<file path="src/rtl/uart_rx.sv">
`default_nettype none
// ============================================================================
// Module      : uart_rx
// Description : Asynchronous serial receiver. Synchronises i_rxd, finds the
//               start bit, samples every bit at mid-bit with a baud counter,
//               checks optional parity and the stop bit(s), and reports each
//               received word with a one-cycle o_valid pulse.
//               Optional build macro UART_RX_MAJORITY_EN: each bit decision is
//               the majority of three consecutive samples centred on mid-bit
//               (decision one clock later than the single-sample build).
// Ports       : i_clk        system clock
//               i_reset      synchronous reset, active high
//               i_rxd        serial line, idle high, asynchronous to i_clk
//               o_data       received word, LSB first on the line
//               o_valid      one-cycle pulse, o_data and error flags valid
//               o_parity_err parity mismatch (always 0 without parity)
//               o_frame_err  a stop bit was sampled low
// Revision    : 1.0 - initial release
// ============================================================================
module uart_rx #(
    parameter string CHECK_BIT = "None",
    parameter int    BPS       = 115200,
    parameter int    CLK       = 25_000_000,
    parameter int    DATA_BIT  = 8,
    parameter int    STOP_BIT  = 1
) (
    input  logic                i_clk,
    input  logic                i_reset,
    input  logic                i_rxd,
    output logic [DATA_BIT-1:0] o_data,
    output logic                o_valid,
    output logic                o_parity_err,
    output logic                o_frame_err
);

    localparam int c_BIT_CNT = CLK / BPS - 1;
    localparam int c_HALF    = c_BIT_CNT / 2;
    localparam int c_CNT_W   = $clog2(c_BIT_CNT + 1);
    localparam int c_IDX_MAX = (DATA_BIT > STOP_BIT) ? DATA_BIT : STOP_BIT;
    localparam int c_IDX_W   = (c_IDX_MAX > 1) ? $clog2(c_IDX_MAX) : 1;
    localparam bit c_PAR_EN  = (CHECK_BIT != "None");
    localparam bit c_ODD     = (CHECK_BIT == "Odd");

`ifdef UART_RX_MAJORITY_EN
    // Decision lands on the last of the three samples, one clock past mid-bit.
    localparam int c_START_PT = c_HALF + 1;
`else
    localparam int c_START_PT = c_HALF;
`endif

    localparam logic [c_CNT_W-1:0] c_BIT_CNT_V  = c_CNT_W'(c_BIT_CNT);
    localparam logic [c_CNT_W-1:0] c_START_V    = c_CNT_W'(c_START_PT);
    localparam logic [c_IDX_W-1:0] c_DATA_LAST  = c_IDX_W'(DATA_BIT - 1);
    localparam logic [c_IDX_W-1:0] c_STOP_LAST  = c_IDX_W'(STOP_BIT - 1);

    typedef enum logic [2:0] {
        S_IDLE  = 3'd0,
        S_START = 3'd1,
        S_DATA  = 3'd2,
        S_CHECK = 3'd3,
        S_STOP  = 3'd4,
        S_BREAK = 3'd5
    } state_t;

    state_t                r_state_q, w_state_d;
    logic [c_CNT_W-1:0]    r_cnt_q,   w_cnt_d;
    logic [c_IDX_W-1:0]    r_idx_q,   w_idx_d;
    logic [DATA_BIT-1:0]   r_shift_q, w_shift_d;
    logic                  r_perr_q,  w_perr_d;
    logic                  r_ferr_q,  w_ferr_d;
    logic [DATA_BIT-1:0]   r_data_q,  w_data_d;
    logic                  r_valid_q, w_valid_d;
    logic                  r_operr_q, w_operr_d;
    logic                  r_oferr_q, w_oferr_d;

    logic                  r_rxd_meta_q;
    logic                  r_rxd_s_q;
    logic                  r_rxd_prev_q;
    logic                  w_bit;
    logic                  w_tick;
    logic                  w_par_exp;

    // Two-flop synchroniser plus one delay stage for falling-edge detection.
    always_ff @(posedge i_clk) begin
        if (i_reset) begin
            r_rxd_meta_q <= 1'b1;
            r_rxd_s_q    <= 1'b1;
            r_rxd_prev_q <= 1'b1;
        end else begin
            r_rxd_meta_q <= i_rxd;
            r_rxd_s_q    <= r_rxd_meta_q;
            r_rxd_prev_q <= r_rxd_s_q;
        end
    end

`ifdef UART_RX_MAJORITY_EN
    logic [1:0] r_hist_q;

    always_ff @(posedge i_clk) begin
        if (i_reset) begin
            r_hist_q <= 2'b11;
        end else begin
            r_hist_q <= {r_hist_q[0], r_rxd_s_q};
        end
    end

    assign w_bit = (r_hist_q[1] & r_hist_q[0]) |
                   (r_hist_q[1] & r_rxd_s_q)   |
                   (r_hist_q[0] & r_rxd_s_q);
`else
    assign w_bit = r_rxd_s_q;
`endif

    assign w_tick    = (r_cnt_q == c_BIT_CNT_V);
    assign w_par_exp = c_ODD ? ~(^r_shift_q) : (^r_shift_q);

    always_comb begin
        w_state_d = r_state_q;
        w_cnt_d   = r_cnt_q;
        w_idx_d   = r_idx_q;
        w_shift_d = r_shift_q;
        w_perr_d  = r_perr_q;
        w_ferr_d  = r_ferr_q;
        w_data_d  = r_data_q;
        w_valid_d = 1'b0;
        w_operr_d = r_operr_q;
        w_oferr_d = r_oferr_q;

        case (r_state_q)
            S_IDLE: begin
                w_cnt_d = '0;
                if (r_rxd_prev_q && !r_rxd_s_q) begin
                    w_state_d = S_START;
                end
            end
            S_START: begin
                if (r_cnt_q == c_START_V) begin
                    w_cnt_d = '0;
                    if (w_bit) begin
                        // Line back high at mid start bit: glitch, not a frame.
                        w_state_d = S_IDLE;
                    end else begin
                        w_state_d = S_DATA;
                        w_idx_d   = '0;
                        w_perr_d  = 1'b0;
                        w_ferr_d  = 1'b0;
                    end
                end else begin
                    w_cnt_d = r_cnt_q + 1'b1;
                end
            end
            S_DATA: begin
                if (w_tick) begin
                    w_cnt_d   = '0;
                    w_shift_d = {w_bit, r_shift_q[DATA_BIT-1:1]};
                    if (r_idx_q == c_DATA_LAST) begin
                        w_idx_d   = '0;
                        w_state_d = c_PAR_EN ? S_CHECK : S_STOP;
                    end else begin
                        w_idx_d = r_idx_q + 1'b1;
                    end
                end else begin
                    w_cnt_d = r_cnt_q + 1'b1;
                end
            end
            S_CHECK: begin
                if (w_tick) begin
                    w_cnt_d   = '0;
                    w_perr_d  = (w_bit != w_par_exp);
                    w_state_d = S_STOP;
                end else begin
                    w_cnt_d = r_cnt_q + 1'b1;
                end
            end
            S_STOP: begin
                if (w_tick) begin
                    w_cnt_d  = '0;
                    w_ferr_d = r_ferr_q | ~w_bit;
                    if (r_idx_q == c_STOP_LAST) begin
                        w_idx_d   = '0;
                        w_valid_d = 1'b1;
                        w_data_d  = r_shift_q;
                        w_operr_d = r_perr_q;
                        w_oferr_d = r_ferr_q | ~w_bit;
                        // A low stop bit may be a break: wait for the line to
                        // return high so the held-low level is not a new start.
                        w_state_d = (r_ferr_q | ~w_bit) ? S_BREAK : S_IDLE;
                    end else begin
                        w_idx_d = r_idx_q + 1'b1;
                    end
                end else begin
                    w_cnt_d = r_cnt_q + 1'b1;
                end
            end
            S_BREAK: begin
                w_cnt_d = '0;
                if (r_rxd_s_q) begin
                    w_state_d = S_IDLE;
                end
            end
            default: begin
                w_state_d = S_IDLE;
                w_cnt_d   = '0;
            end
        endcase
    end

    always_ff @(posedge i_clk) begin
        if (i_reset) begin
            r_state_q <= S_IDLE;
            r_cnt_q   <= '0;
            r_idx_q   <= '0;
            r_shift_q <= '0;
            r_perr_q  <= 1'b0;
            r_ferr_q  <= 1'b0;
            r_data_q  <= '0;
            r_valid_q <= 1'b0;
            r_operr_q <= 1'b0;
            r_oferr_q <= 1'b0;
        end else begin
            r_state_q <= w_state_d;
            r_cnt_q   <= w_cnt_d;
            r_idx_q   <= w_idx_d;
            r_shift_q <= w_shift_d;
            r_perr_q  <= w_perr_d;
            r_ferr_q  <= w_ferr_d;
            r_data_q  <= w_data_d;
            r_valid_q <= w_valid_d;
            r_operr_q <= w_operr_d;
            r_oferr_q <= w_oferr_d;
        end
    end

    assign o_data       = r_data_q;
    assign o_valid      = r_valid_q;
    assign o_parity_err = r_operr_q;
    assign o_frame_err  = r_oferr_q;

endmodule
`default_nettype wire
</file>
<file path="config.mk">
export PLATFORM = sky130hd
export DESIGN_NAME = uart_rx
export DESIGN_NICKNAME = d
export VERILOG_FILES = /design/src/rtl/uart_rx.sv
export SDC_FILE = /design/constraint.sdc
export NUM_CORES = 1
export LEC_CHECK = 0
export BUFFER_PORTS_ARGS = -buffer_cell sky130_fd_sc_hd__buf_2
export CAP_MARGIN = 20
export CORE_UTILIZATION = 42
export CTS_BUF_LIST = sky130_fd_sc_hd__clkbuf_2
export DETAILED_ROUTE_END_ITERATION = 16
export PLACE_DENSITY_LB_ADDON = 0.12
export SLEW_MARGIN = 0
export SYNTH_ARGS = -nofsm -noshare
export SYNTH_HDL_FRONTEND = slang
export SYNTH_SLANG_ARGS = --single-unit
</file>
<file path="constraint.sdc">
create_clock -name i_clk -period 2.7 [get_ports i_clk]
set_clock_uncertainty 0.2 [all_clocks]
set_input_delay 0.27 -clock i_clk [delete_from_list [all_inputs] [get_ports i_clk]]
set_output_delay 0.27 -clock i_clk [all_outputs]
set_load 0.1 [all_outputs]
</file>
==> results of run 1 <==
[where the power goes]
group	leakage (nW)	internal, W	switching, W
Combinational	0.443	0.0000398	0.0000530
Sequential	0.307	0.000572	0.0000264
Clock	0.0264	0.0000590	0.000190
Total	0.776	0.000671	0.000270
[routing by layer]
metal | GRT usage (%) | share of wire, % | wire (um) | vias to the layer above
li1 | - | - | - | 712
met1 | 20.7 | 47 | 1530 | 645
met2 | 25.0 | 46 | 1510 | 36
met3 | 5.14 | 4.7 | 154 | 7
met4 | 6.38 | 1.6 | 51 | 0
met5 | 0 | 0 | 0 | -
[cell usage in the layout (no fill, tap or decap), drive strengths merged, types with 5 or more instances in the layout]
cell and instances:
buf 15, nand3 7, xor2 5, nand2b 6, o21ai 7, nor2 29, xnor2 9, a21oi 13
ha 5, nand2 23, dfxtp 38, mux2i 12, inv 10, clkbuf 5
[worst paths after layout]
check                                                from                      end  cells after the start  slack [ps]
worst min-delay path                              i_reset  r_idx_q[1]$_SDFFE_PP0P_                      2         120
worst max register to register  r_state_q[0]$_SDFFE_PP0P_  r_idx_q[2]$_SDFFE_PP0P_                      5         430
worst max-delay path            r_state_q[0]$_SDFFE_PP0P_  r_idx_q[2]$_SDFFE_PP0P_                      5         430
worst min register to register    r_rxd_meta_q$_SDFF_PP1_     r_rxd_s_q$_SDFF_PP1_                      1         230
[timing repair]
item                      4_1_cts  5_1_grt
resized for setup               0        0
hold buffers                    1        0
hold endpoints to repair        1        0
[worst max-delay path, delay by kind of cell, from the launching register on]
kind	cells	cell delay (ps)
AND/OR/NAND/NOR	3	1050
flip-flops	1	670
AO/OA/AOI/OAI	2	290
[cells by family after synthesis]
group                      count (synthesis)  synth area share [%]
AOI/OAI and AO/OA                         30                  10.5
xor gates and xnor gates                  14                  6.89
adders and majority gates                  5                  3.51
muxes                                     12                  6.75
and+or+nand+nor                           86                  25.1
buffers and inverters                     19                  4.57
DFF                                       38                  42.7
[cell type report]
type	instances	area, sq um
Fill cell	402	2100
Sequential cell	38	761
Multi-Input combinational cell	147	938
Clock inverter	3	16.3
Clock buffer	5	25.0
Timing Repair Buffer	16	90.1
Tap cell	50	62.6
Inverter	10	37.5
[registers in the layout (all words and copies together), names as in the netlist]
name / flops
o_data: 8
r_cnt_q: 8
r_shift_q: 8
r_idx_q: 3
r_state_q: 3
o_frame_err: 1
o_parity_err: 1
o_valid: 1
r_ferr_q: 1
r_perr_q: 1
r_rxd_meta_q: 1
r_rxd_prev_q: 1
r_rxd_s_q: 1
[per-stage QoR]
step,util [%],std cells,area [sq um]
CTS,47.9,269,1930
finish,47.9,269,1930
detailed placement,46.6,260,1880
global placement,46.6,260,1880
global route,47.9,269,1930
floorplan,-,204,1780
==> metrics.txt, run 1 <==
Die ar.=around 4500 sq um; later-pin clock latency in the skew report=400 ps; CP Data Arrival Time=2420 ps; layout cells sized above 1=13.2%; Max-cap violations=0; vias in the first global route=1216; post-detail-place hpwl=2310 um; crit path kind=flop to flop; CTS buffer count=5; clk sinks=38; Fmax=441 MHz; worst path required time=2850 ps; CTS H-tree depth=2; CTS tree=built; HP Class=input port to flop; clk buf depth=2; worst-path maximum fanout=16; initial core utilization=44.2%; total power=0.000941 W; Root Buffer=clkbuf_2; headroom to the max-slew limit=roughly 53%; Ports=14; final hold slack=around 120 ps; routed len/inst=12.1 um; crit path capture type=flop; Core Area=4030 sq um; PwrDens=487 nW/um^2; CP max stage cell=dfxtp_1; first-pass GRT wire length=approximately 5400 um; post-synth top area share=between 40% and 50%; synth warn=0; P_leak=0.776 nW; Slew Viols, Final=0; total track usage=16.2%; die width=67.1 um; Post-synth EDFFs=0; Antenna Nets Post-Route=0; Reg clk slew, reported paths=~210 ps; initial antenna violation count=0; Port Buffer Count=13; Total Neg Setup Slack=0 ps; final hold viol count=0; GRT overflow=0; total length of routed wires=3250 um; largest net degree at the start of global routing=34; Async SR Flop Fraction=0%; syn nets=approximately 210; RSZ-0062 raised after global routing=false; top_reg_cell synth=dfxtp_1; Period minus WS final=2270 ps; Yosys reg bits=38; Row Count=23; worst-margin pin slew=698 ps; final setup vio count=0; nets=226; drt drc=0; postcts setup bufs=0; Die H=67.1 um; synth-to-layout area growth=8.43%; gp weighted congestion=0.806; Synth top cells by count=38 x dfxtp_1, 29 x nor2_1, 23 x nand2_1, 13 x a21oi_1, 12 x mux2i_1; sequential share of the synthesized area=between 40% and 50%; total number of vias=1400; Crit path largest cell delay=about 670 ps; post-synth top area cell=dfxtp_1; Final period util=84.0%; synthesized area=1780 sq um; count of cell types in the netlist=38; initial drt markers=77; outcome=finished clean; VDD IR max=0.000306 V; CP Launch Type=flop; Syn Inst Count=204; cell with the most instances after synthesis=dfxtp_1; number of diodes=0; DRT Pass-1 Iters=4; vias per cell=5.20; Placement Setup Slack=523 ps; final worst-path setup slack=~430 ps; largest cells by area after synthesis=dfxtp_1 43%, mux2i_1 6.7%, nor2_1 6.1%; critical path, cell by cell=nor3b_1 > and2b_1 > o211ai_2 > or4b_1 > a21oi_1; synthesized area per cell=roughly 8.7 sq um
Power figures use the tool's default switching activity.
==> run 2, diff against run 1 <==
- clock period: 2.7 -> 2.05 ns (I/O delays scaled with it)
==> run 2 against run 1 <==
Against the previous run:
- cell area rose by 6.7%
- first-iteration DRC count increased by 9.1%
- fmax is 18% higher
- via count grew 4.6%
- global-route usage rose by 1.0 points
- critical endpoint is now r_state_q[2]$_SDFFE_PP0P_
- clock-buffer cell count stayed put
- largest cell class unchanged
- power is 46% higher
- highest routed layer unchanged
- non-clock buffer count up 13
- core utilization is 3.2 points higher
- routed wire length is 9.3% higher
- sequential share of layout area is 2.4 points lower
==> metrics.txt, run 2 (synthesized netlist as in run 1, its figures left out) <==
outcome=finished clean (unchanged); hold path start=i_reset (unchanged); CTS buffer count=5 (unchanged); HP Class=input port to flop (unchanged); drt drc=0 (unchanged); total number of vias=1465 (was 1400); worst-margin pin slew=593 ps (was 698 ps); Crit path largest cell delay=400 ps (was 670 ps); final hold viol count=0 (unchanged); total length of routed wires=3550 um (was 3250 um); Root Buffer=clkbuf_2 (unchanged); nets=239 (was 226); Total Neg Setup Slack=0 ps (unchanged); VDD IR max=0.000408 V (was 0.000306 V); vias in the first global route=1214 (was 1216); P_leak=0.855 nW (was 0.776 nW); Max-cap violations=0 (unchanged); placed inst area=1980 sq um (was 1880 sq um); CP max stage cell=or4_1 (was dfxtp_1); initial core utilization=44.2% (unchanged); initial drt markers=84 (was 77); CTS tree=built (unchanged); crit path capture type=flop (unchanged); RSZ-0062 raised after global routing=false (unchanged); DRT Pass-1 Iters=4 (unchanged); R2R setup slack=120 ps (was 430 ps); total track usage=17.2% (was 16.2%); most frequent cells in the layout=36 x dfxtp_1, 29 x nor2_1, 23 x nand2_1 (was 38 x dfxtp_1, 29 x nor2_1, 23 x nand2_1); worst-path maximum fanout=3 (was 16); Period minus WS final=1930 ps (was 2270 ps); gp weighted congestion=0.835 (was 0.806); most common cell after layout, fill and taps aside=dfxtp_1 (unchanged); largest net degree at the start of global routing=34 (unchanged); critical path, cell by cell=inv_1 > ha_1 > nor2b_1 > o22a_1 > nor2_1 > or4_1 > a31oi_1 (was nor3b_1 > and2b_1 > o211ai_2 > or4b_1 > a21oi_1); final setup vio count=0 (unchanged); hold endpoint=r_ferr_q$_SDFFE_PP0P_ (was r_idx_q[1]$_SDFFE_PP0P_); Post-Layout Inst Area=2060 sq um (was 1930 sq um); headroom to the max-slew limit=60.4% (was 53.4%); synth-to-layout area growth=15.7% (was 8.43%); worst path required time=2160 ps (was 2850 ps); r2r endpoint=r_state_q[2]$_SDFFE_PP0P_ (was r_idx_q[2]$_SDFFE_PP0P_); PwrDens=667 nW/um^2 (was 487 nW/um^2); crit path buf inv count=1 (was 0); Core Area=4030 sq um (unchanged); post-detail-place hpwl=2520 um (was 2310 um); number of diodes=0 (unchanged); vias per cell=5.21 (was 5.20); top cell family by delay on the critical path=simple AND/OR/NAND/NOR gates (unchanged); Layout Cells excl Fill=281 (was 269); clk sinks=38 (unchanged); CP Data Arrival Time=2040 ps (was 2420 ps); Port Buffer Count=13 (unchanged); Reg clk slew, reported paths=200 ps (was 210 ps); Row Count=23 (unchanged); CTS H-tree depth=2 (unchanged); first-pass GRT wire length=5690 um (was 5440 um); routed len/inst=12.6 um (was 12.1 um); die width=67.1 um (unchanged); later-pin clock latency in the skew report=380 ps (was 400 ps); Ports=14 (unchanged); crit path kind=flop to flop (unchanged); layout cells sized above 1=19.9% (was 13.2%); initial antenna violation count=0 (unchanged); Die H=67.1 um (unchanged); Die ar.=4500 sq um (unchanged); Final period util=94.0% (was 84.0%); Fmax=519 MHz (was 441 MHz); Slew Viols, Final=0 (unchanged); final worst-path setup slack=124 ps (was 432 ps); number of cells on the worst reg-to-reg path=7 (was 5); postcts setup bufs=0 (unchanged); Antenna Nets Post-Route=0 (unchanged); clk buf depth=2 (unchanged); CP Launch Type=flop (unchanged); placed insts=273 (was 260); Placement Setup Slack=97.9 ps (was 523 ps); GRT overflow=0 (unchanged); worst r2r src=r_idx_q[0]$_SDFFE_PP0P_ (was r_state_q[0]$_SDFFE_PP0P_); Hold Path Stages=2 (unchanged)
## run 2: how the worst max path moves through the flow
stage                               from                         to  slack, ps  cells after the start
3_5_place_dp       r_cnt_q[0]$_SDFF_PP0_  r_shift_q[7]$_SDFFE_PP0P_        100                      6
4_1_cts            r_cnt_q[4]$_SDFF_PP0_    r_idx_q[2]$_SDFFE_PP0P_         70                      5
3_3_place_gp       r_cnt_q[4]$_SDFF_PP0_    r_idx_q[2]$_SDFFE_PP0P_        140                      5
5_1_grt            r_cnt_q[0]$_SDFF_PP0_  r_state_q[0]$_SDFFE_PP0P_         10                      8
2_1_floorplan  r_state_q[1]$_SDFFE_PP0P_    r_idx_q[2]$_SDFFE_PP0P_        190                      6
6_report         r_idx_q[0]$_SDFFE_PP0P_  r_state_q[2]$_SDFFE_PP0P_        120                      7
## run 2: layer usage
layer  track usage [%]  share of wire [%]  routed length, um  vias to the layer above
met5                 0                  0                  0                        -
met4              7.71                1.3                 47                        0
met3              5.14                4.2                149                        5
met2              26.4                 48               1690                       29
met1              22.0                 47               1660                      690
li1                  -                  -                  -                      741
## run 2: area by class of cell
cell class,count,area (sq um)
Fill cell,394,1970
Multi-Input combinational cell,147,951
Sequential cell,38,763
Timing Repair Buffer,29,188
Tap cell,50,62.6
Inverter,10,37.5
Clock inverter,2,33.8
Clock buffer,5,25.0
## run 2: what timing repair did
action,CTS,global route
hold endpoints to repair,1,0
hold buffers,1,0
gates resized for setup,0,5
endpoints found under the setup margin,0,17
## run 2: stage by stage
stage	power (W)	hold WS [ps]	utilization, %
final	0.00137	90.3	51.1
after global routing	0.00144	64.7	51.1
after CTS	0.00138	75.0	50.8
after detailed placement	0.000946	193	49.1
after global placement	0.000943	190	49.1
after floorplan	0.000897	109	-
## run 2: power by group
group / switching, W / internal (W)
logic: 0.0000978 / 0.0000706
registers: 0.0000168 / 0.000753
clock network: 0.000238 / 0.000196
total: 0.000353 / 0.00102
